`config.mk`:
```
export PLATFORM = sky130hd
export DESIGN_NAME = ram_sdp_be_flat
export DESIGN_NICKNAME = d
export VERILOG_FILES = /design/src/rtl/ram_pkg.sv /design/src/rtl/ram_sdp_be_if.sv /design/src/rtl/ram_clr_seq.sv /design/src/rtl/ram_sdp_be.sv /design/src/flat_wrapper.sv
export SDC_FILE = /design/constraint.sdc
export NUM_CORES = 1
export LEC_CHECK = 0
export CAP_MARGIN = 5
export CORE_UTILIZATION = 50
export CTS_CLUSTER_DIAMETER = 150
export DETAILED_ROUTE_END_ITERATION = 10
export PLACE_DENSITY_LB_ADDON = 0.15
export SYNTH_ARGS = -nofsm -noshare
export SYNTH_HDL_FRONTEND = slang
export SYNTH_SLANG_ARGS = --single-unit
export TNS_END_PERCENT = 1
```
`constraint.sdc`:
```
create_clock -name i_clk -period 2.6 [get_ports i_clk]
set_input_delay 0.26 -clock i_clk [delete_from_list [all_inputs] [get_ports i_clk]]
set_output_delay 0.26 -clock i_clk [all_outputs]
set_load 0.02 [all_outputs]
```
`src/rtl/ram_pkg.sv`:
```
// ram_pkg: shared types and constants for the byte-enabled simple-dual-port RAM
package ram_pkg;
    typedef enum logic {ST_CLEAR, ST_IDLE} state_t;
    localparam int RDW_OLD = 0;
    localparam int RDW_NEW = 1;
    function automatic int be_w(input int data_w);
        return data_w / 8;
    endfunction
endpackage

```
`src/rtl/ram_sdp_be_if.sv`:
```
// ram_sdp_be_if: write/read/clear bus of the simple-dual-port RAM
interface ram_sdp_be_if import ram_pkg::*; #(
    parameter int DATA_W = 8,
    parameter int ADDR_W = 6
) ();
    logic                      clr;
    logic                      we;
    logic [be_w(DATA_W)-1:0]   be;
    logic [ADDR_W-1:0]         waddr;
    logic [DATA_W-1:0]         data;
    logic                      re;
    logic [ADDR_W-1:0]         raddr;
    logic [DATA_W-1:0]         q;
    logic                      rvalid;
    logic                      busy;
    modport master (output clr, we, be, waddr, data, re, raddr, input q, rvalid, busy);
    modport slave  (input clr, we, be, waddr, data, re, raddr, output q, rvalid, busy);
endinterface

```
`src/rtl/ram_clr_seq.sv`:
```
// ram_clr_seq: CLEAR/IDLE sequencer that sweeps zeros through every address
module ram_clr_seq import ram_pkg::*; #(
    parameter int ADDR_W = 6
) (
    input  logic              i_clk,
    input  logic              i_rst_n,
    input  logic              i_clr,
    output logic              o_busy,
    output logic              o_clr_we,
    output logic [ADDR_W-1:0] o_clr_addr
);
    state_t            r_state;
    logic [ADDR_W-1:0] r_cnt;
    // restart the sweep on reset or request; leave CLEAR after the last address
    always_ff @(posedge i_clk or negedge i_rst_n) begin
        if (!i_rst_n) begin
            r_state <= ST_CLEAR;
            r_cnt   <= '0;
        end else if (i_clr) begin
            r_state <= ST_CLEAR;
            r_cnt   <= '0;
        end else if (r_state == ST_CLEAR) begin
            r_cnt <= r_cnt + 1'b1;
            if (&r_cnt) r_state <= ST_IDLE;
        end
    end
    assign o_busy     = r_state == ST_CLEAR;
    assign o_clr_we   = r_state == ST_CLEAR;
    assign o_clr_addr = r_cnt;
endmodule

```
`src/rtl/ram_sdp_be.sv`:
```
// ram_sdp_be: simple-dual-port RAM with byte enables, read valid, RDW policy and clear sweep
module ram_sdp_be import ram_pkg::*; #(
    parameter int DATA_W   = 8,
    parameter int ADDR_W   = 6,
    parameter int RDW_MODE = RDW_OLD
) (
    input  logic             i_clk,
    input  logic             i_rst_n,
    ram_sdp_be_if.slave      bus
);
    localparam int BE_W  = be_w(DATA_W);
    localparam int DEPTH = 1 << ADDR_W;
    logic [DATA_W-1:0] r_mem [DEPTH];
    logic [DATA_W-1:0] r_q;
    logic              r_rvalid;
    logic              w_busy;
    logic              w_clr_we;
    logic [ADDR_W-1:0] w_clr_addr;
    logic              w_uwe;
    logic              w_ure;
    logic              w_wr;
    logic [BE_W-1:0]   w_be;
    logic [ADDR_W-1:0] w_waddr;
    logic [DATA_W-1:0] w_wdata;
    logic [DATA_W-1:0] w_rdata;
    ram_clr_seq #(.ADDR_W(ADDR_W)) u_clr_seq (
        .i_clk      (i_clk),
        .i_rst_n    (i_rst_n),
        .i_clr      (bus.clr),
        .o_busy     (w_busy),
        .o_clr_we   (w_clr_we),
        .o_clr_addr (w_clr_addr)
    );
    // user accesses only count when idle and not pre-empted by a clear request
    assign w_uwe   = bus.we & ~w_busy & ~bus.clr;
    assign w_ure   = bus.re & ~w_busy & ~bus.clr;
    assign w_wr    = w_busy ? w_clr_we : w_uwe;
    assign w_be    = w_busy ? {BE_W{1'b1}} : bus.be;
    assign w_waddr = w_busy ? w_clr_addr : bus.waddr;
    assign w_wdata = w_busy ? '0 : bus.data;
    // byte-wise array write; the sweep writes full zero words
    always_ff @(posedge i_clk) begin
        for (int i = 0; i < BE_W; i++)
            if (w_wr && w_be[i]) r_mem[w_waddr][8*i +: 8] <= w_wdata[8*i +: 8];
    end
    // read word, with enabled write bytes forwarded in write-through mode
    always_comb begin
        w_rdata = r_mem[bus.raddr];
        for (int i = 0; i < BE_W; i++)
            if (RDW_MODE == RDW_NEW && w_uwe && bus.waddr == bus.raddr && bus.be[i])
                w_rdata[8*i +: 8] = bus.data[8*i +: 8];
    end
    // registered read port; Q holds when no read is accepted
    always_ff @(posedge i_clk or negedge i_rst_n) begin
        if (!i_rst_n) begin
            r_q      <= '0;
            r_rvalid <= 1'b0;
        end else begin
            r_rvalid <= w_ure;
            if (w_ure) r_q <= w_rdata;
        end
    end
    assign bus.q      = r_q;
    assign bus.rvalid = r_rvalid;
    assign bus.busy   = w_busy;
endmodule

```
`src/flat_wrapper.sv`:
```
// flat-port wrapper written by rule: the top's interface ports become plain ports
module ram_sdp_be_flat import ram_pkg::*;
#(
    parameter int DATA_W   = 8,
    parameter int ADDR_W   = 6,
    parameter int RDW_MODE = RDW_OLD
)
  (i_clk, i_rst_n, bus_clr, bus_we, bus_be, bus_waddr, bus_data, bus_re, bus_raddr, bus_q, bus_rvalid, bus_busy);
  ram_sdp_be_if #(.DATA_W(DATA_W), .ADDR_W(ADDR_W)) bus_i ();
  input  logic i_clk;
  input  logic i_rst_n;
  input wire logic [$bits(bus_i.clr)-1:0] bus_clr;
  input wire logic [$bits(bus_i.we)-1:0] bus_we;
  input wire logic [$bits(bus_i.be)-1:0] bus_be;
  input wire logic [$bits(bus_i.waddr)-1:0] bus_waddr;
  input wire logic [$bits(bus_i.data)-1:0] bus_data;
  input wire logic [$bits(bus_i.re)-1:0] bus_re;
  input wire logic [$bits(bus_i.raddr)-1:0] bus_raddr;
  output wire logic [$bits(bus_i.q)-1:0] bus_q;
  output wire logic [$bits(bus_i.rvalid)-1:0] bus_rvalid;
  output wire logic [$bits(bus_i.busy)-1:0] bus_busy;
  assign bus_i.clr = bus_clr;
  assign bus_i.we = bus_we;
  assign bus_i.be = bus_be;
  assign bus_i.waddr = bus_waddr;
  assign bus_i.data = bus_data;
  assign bus_i.re = bus_re;
  assign bus_i.raddr = bus_raddr;
  assign bus_q = bus_i.q;
  assign bus_rvalid = bus_i.rvalid;
  assign bus_busy = bus_i.busy;
  ram_sdp_be #(.DATA_W(DATA_W), .ADDR_W(ADDR_W), .RDW_MODE(RDW_MODE)) u_core (.i_clk(i_clk), .i_rst_n(i_rst_n), .bus(bus_i));
endmodule
```
After elaboration in Yosys (flattened, before gate mapping)
Memories as Yosys holds them, arrays and structs flattened. A register that Yosys moved wholly into a read port is not among the register bits. Index checks and enable logic that the tools add are counted.

Add/subtract/negate cells: 1. Eq/ne operators: 1. Multiplexer cells: 11. Bitwise gates (word level): 6. Reductions and logical operators: 3.

Operators with widths (count): two-way mux 6 bit (3); two-way mux 8 bit (1); two-way mux 1 bit (7); adder 6 x 1 -> 6 bit, second input constant (1); AND reduction 6 bit (1); bitwise AND 1 bit (4); inequality test 2 bit, second input constant (1); inverter 1 bit (2); logical AND 1 bit (1); logical NOT 1 bit (1).

Flip-flop bits (word level): 8. Memory bits (writable): 512. Input port bits: 26. Output and inout bits: 10. Logic and storage cells: 26. Memories: 1.

Memory list: u_core.r_mem (depth 64, bits a word 8, read ports 1, clocked after memory_dff 1, wr ports 1, line ram_sdp_be.sv:13) `logic [DATA_W-1:0] r_mem [DEPTH];`.

Logic depth before layout (Yosys ltp)
Word-level depth: 6. Gate-level depth with buffers: 10.

Hierarchy
From an unflattened synthesis, not the netlist that was laid out.

Cell total of the unflattened synthesis: 1106. Area, all modules: 20887.5 µm².

By module, submodules not included: ram_sdp_be (times used 1, cells an instance 1075, area each 20553.5 µm²); ram_clr_seq (times used 1, cells an instance 31, area each 334.1 µm²).

Least setup slack after synthesis
OpenSTA, ideal clock, no wires.

Path kind: register -> register. From: reg u_core.u_clr_seq.r_state. To: mem u_core.r_mem[0][0], data pin. Setup time: 367 ps. Data arrival time: 1963 ps. Data required time: 2233 ps. Path slack: 270 ps. Cell stages (with the launch flop): 5. Buffers on the path: 3. Cell sequence: dfrtp_1 buf_6 clkbuf_1 clkbuf_1 and2_1.

Cells in the longest elaborated chain, start to end: 1.

Ends and longest elaborated chain: start: declaration (line ram_clr_seq.sv:12) `state_t r_state;`; start signal: assignment (line ram_clr_seq.sv:17) `r_state <= ST_CLEAR;`; start signal: assignment (line ram_clr_seq.sv:20) `r_state <= ST_CLEAR;`; start signal: assignment (line ram_clr_seq.sv:24) `if (&r_cnt) r_state <= ST_IDLE;`; two-way mux 8 bit (line ram_sdp_be.sv:40) `assign w_wdata = w_busy ? '0 : bus.data;`; net u_core.w_wdata[0] (line ram_sdp_be.sv:24) `logic [DATA_W-1:0] w_wdata;`; end: declaration (line ram_sdp_be.sv:13).

The timed path passes the listed nets, and every way through them passes these cells.

Final worst setup path
From: reg u_core.u_clr_seq.r_state. To: mem u_core.r_mem[22][0] (enable).

Cells in the longest elaborated chain, start to end: 6.

Ends and longest elaborated chain: bitwise AND 1 bit (2 in a row) (line ram_sdp_be.sv:35) `assign w_uwe = bus.we & ~w_busy & ~bus.clr;`; two-way mux 1 bit (line ram_sdp_be.sv:37) `assign w_wr = w_busy ? w_clr_we : w_uwe;`; logical AND 1 bit (line ram_sdp_be.sv:44) `if (w_wr && w_be[i]) r_mem[w_waddr][8*i +: 8] <= w_wdata[8*i +: 8];`; two-way mux 1 bit (line ram_sdp_be.sv:44); two-way mux 1 bit (implied by the code) (line ram_sdp_be.sv:44).

Several ways; a longest one is shown, not always the timed one.

==> metrics.yaml <==
clock_network:
  ctsHoldBuffers: 0
  post_cts_resized: 0
  clk_latency_ns: 0.61
  cts_setup_buffers: 0
  cts_tree: "built"
  clkSinkCount: 528
  htreeDepth: 2
  clk_pin_slew_ns: 0.06
  clk_path_buf_depth: 3
  cts_buffers: 53
  cts-root-buf: "clkbuf_16"
status:
  status: "completed"
timing:
  maxSlewHeadroom_pct: 51.38
  fin_crit_ns: 2.392
  fmax_mhz: 418.1
  worstMarginPinSlew_ns: 0.7261
  finalHoldViolations: 0
  setup_viol: 0
  rsz0062_at_grt: "false"
  period_share_pct: 91.99
  drv_slew: 0
  skew_ns: 0.02356
  worst_slack_ns: 0.2084
place:
  post-dp-hpwl_mm: 32.89
  port_buffers: 35
  pre_cts_ws_ns: -0.1535
  place_congestion: 0.8492
  dp.cells: 1773
  placed_area_um2: 22970
grt:
  overflow: 0
  grt_max_degree: 65
  antenna_found_initial: 2
  grt_first_pass_wirelength_mm: 74.15
  grt_pass1_vias: 10990
  grt_usage_pct: 23.89
die:
  dieArea_um2: 42950
  coreArea_um2: 41200
  fp-row-count: 74
  ios: 36
  die_w_um: 207.2
  start_util_pct: 51.12
  die_h_um: 207.2
power:
  total_power_uw: 17310
  p_per_area_nw_per_um2: 704.0
  irDropWorstVdd_v: 0.0006921
  p_leak_uw: 0.008824
final_layout:
  fin_area_um2: 24590
  final_nets: 1323
  utilization_pct: 59.69
  fillers: 3032
  layout-drive-gt1-share_pct: 22.07
  instances_no_fill: 1874
  final_common_cell: "edfxtp_1"
  final_cell_mix: "edfxtp_1, buf_4, mux2i_1"
  areaGrowthSynthToFinish_pct: 16.76
worst_setup_path:
  worstReg2RegStart: "u_core.u_clr_seq.r_state$_DFF_PN0_"
  cp-start-kind: "flop"
  end_kind: "flop"
  rr_endpoint: "u_core.r_mem[22][0]$_DFFE_PP_"
  cp_data_arrival_time_ns: 2.70
  reg2regPathDepth: 4
  cp_max_fo: 14
  worstPathRequired_ns: 2.91
  r2r_slack_ns: 0.21
  critPathKind: "reg -> reg"
hold_path:
  hold_class: "in -> async"
drt:
  ant_nets: 0
  post-route-drc-count: 0
  vias: 11020
  drt_wl_total_mm: 50.05
  post_drt_wl_per_cell_um: 26.70
  drtIter0Drc: 955
  first_pass_iters: 6
  vias_per_cell: 5.878
logic_synthesis:
  ys_seq_area_share_pct: 74.90
  syn_nets: 1139
  synth_cells: 1112
  yosysUniqueCellTypes: 37
  ys_seq_elements: 528
  synth_area_per_cell_um2: 18.94
  syn_area_um2: 21060
  ys_warn_count: 0
job:
  maxCapViolations: 0
==> layout make-up <==
cell class | instances | area [um2] | area share [%]
diodes | 1 | 2.502 | 0.01018
clock buffers | 69 | 1396 | 5.678
well taps | 532 | 665.6 | 2.707
repair buffers | 191 | 1694 | 6.889
multi-input cells | 516 | 4812 | 19.57
clock inverters | 31 | 224.0 | 0.9107
inverters | 6 | 22.52 | 0.09158
flip-flops and latches | 528 | 15780 | 64.15
==> cell usage after synthesis <==
| cell | count | area (um2) |
|---|---|---|
| or3_1 | 2 | 12.51 |
| o22ai_1 | 8 | 50.05 |
| xnor2_1 | 2 | 17.52 |
| a22oi_1 | 56 | 420.4 |
| buf_6 | 9 | 101.4 |
| buf_8 | 3 | 45.04 |
| nand3b_1 | 1 | 7.510 |
| buf_4 | 1 | 7.510 |
| nand3_1 | 44 | 220.2 |
| clkdlybuf4s50_2 | 1 | 11.26 |
| o21ai_1 | 9 | 45.04 |
| xor2_1 | 2 | 17.52 |
| nor2b_1 | 7 | 43.79 |
| buf_1 | 2 | 7.510 |
| o32ai_1 | 5 | 43.79 |
| a41oi_1 | 8 | 70.07 |
| buf_2 | 15 | 75.07 |
| a21oi_1 | 26 | 130.1 |
| mux4_1 | 24 | 630.6 |
| mux4_2 | 48 | 1081 |
| nand2b_1 | 2 | 12.51 |
| a32o_1 | 1 | 10.01 |
| mux2_2 | 8 | 90.09 |
| a21o_1 | 1 | 7.510 |
| ha_1 | 1 | 12.51 |
| dfrtp_1 | 16 | 400.4 |
| o21ai_0 | 2 | 10.01 |
| edfxtp_1 | 512 | 15370 |
| buf_12 | 1 | 20.02 |
| and2_1 | 9 | 56.30 |
| nor2_1 | 75 | 281.5 |
| o31ai_1 | 1 | 7.510 |
| nand2_1 | 36 | 135.1 |
| inv_1 | 6 | 22.52 |
| clkbuf_8 | 9 | 123.9 |
| clkbuf_1 | 21 | 78.83 |
| mux2i_1 | 138 | 1381 |
==> worst max-delay path by stage <==
| stage | startpoint | endpoint | slack [ns] | depth (start not counted) |
|---|---|---|---|---|
| after detailed placement | bus_raddr[0] | u_core.bus.q[6]$_DFFE_PN0P_ | -0.15 | 8 |
| after floorplan | u_core.u_clr_seq.r_state$_DFF_PN0_ | u_core.r_mem[0][0]$_DFFE_PP_ | 0.27 | 4 |
| final | u_core.u_clr_seq.r_state$_DFF_PN0_ | u_core.r_mem[22][0]$_DFFE_PP_ | 0.21 | 4 |
| after global placement | bus_raddr[0] | u_core.bus.q[6]$_DFFE_PN0P_ | -0.13 | 8 |
| after CTS | u_core.u_clr_seq.r_state$_DFF_PN0_ | u_core.r_mem[22][0]$_DFFE_PP_ | 0.20 | 4 |
| after global routing | u_core.u_clr_seq.r_state$_DFF_PN0_ | u_core.r_mem[17][4]$_DFFE_PP_ | 0.03 | 4 |
==> critical path: stages, from the launching register on <==
cell     delay, ns
dfrtp_1       0.61
mux2i_1       0.58
nand2_1       0.47
nor2_1        0.24
buf_4         0.21
==> routing by layer <==
| metal | track usage, % | vias up | share of wire, % |
|---|---|---|---|
| met5 | 0 | - | 0.050 |
| met4 | 7.128 | 4 | 2.5 |
| met3 | 5.356 | 75 | 7.4 |
| met2 | 36.57 | 421 | 47 |
| met1 | 34.60 | 5644 | 43 |
| li1 | - | 4872 | - |
==> state kept, by name, indices dropped and copies added, names as in the netlist <==
register / count
u_core.bus.q: 8
u_core.bus.rvalid: 1
u_core.r_mem: 512
u_core.u_clr_seq.o_clr_addr: 6
u_core.u_clr_seq.r_state: 1
==> report_power, final <==
group	leakage (uW)	switching [uW]	internal, uW	total (uW)
combinational	0.00285	496	403	899
sequential	0.00519	29.1	9250	9280
clock	0.000780	3140	3990	7130
total	0.00882	3670	13600	17300
==> stage by stage <==
step / setup TNS (ns) / hold slack [ns]
final: 0 / 0.02605
after floorplan: 0 / -0.03559
after CTS: 0 / 0.009672
after global placement: -0.3491 / 0.5566
after detailed placement: -0.4973 / 0.5597
after global routing: 0 / 0.02719
==> cell families (layout without fill, tap and decap cells) <==
kind of cell               Yosys count  after routing  share of synthesized area, %
adders and majority gates            1              1                       0.05939
DFF                                528            528                         74.90
AOI/OAI and AO/OA                  117            117                         3.772
muxes                              218            218                         15.11
buffers and inverters               68            297                         2.341
and+or+nand+nor                    176            176                         3.653
other                                0              1                             0
xor gates and xnor gates             4              4                        0.1664
(Power assumes the default switching activity.)
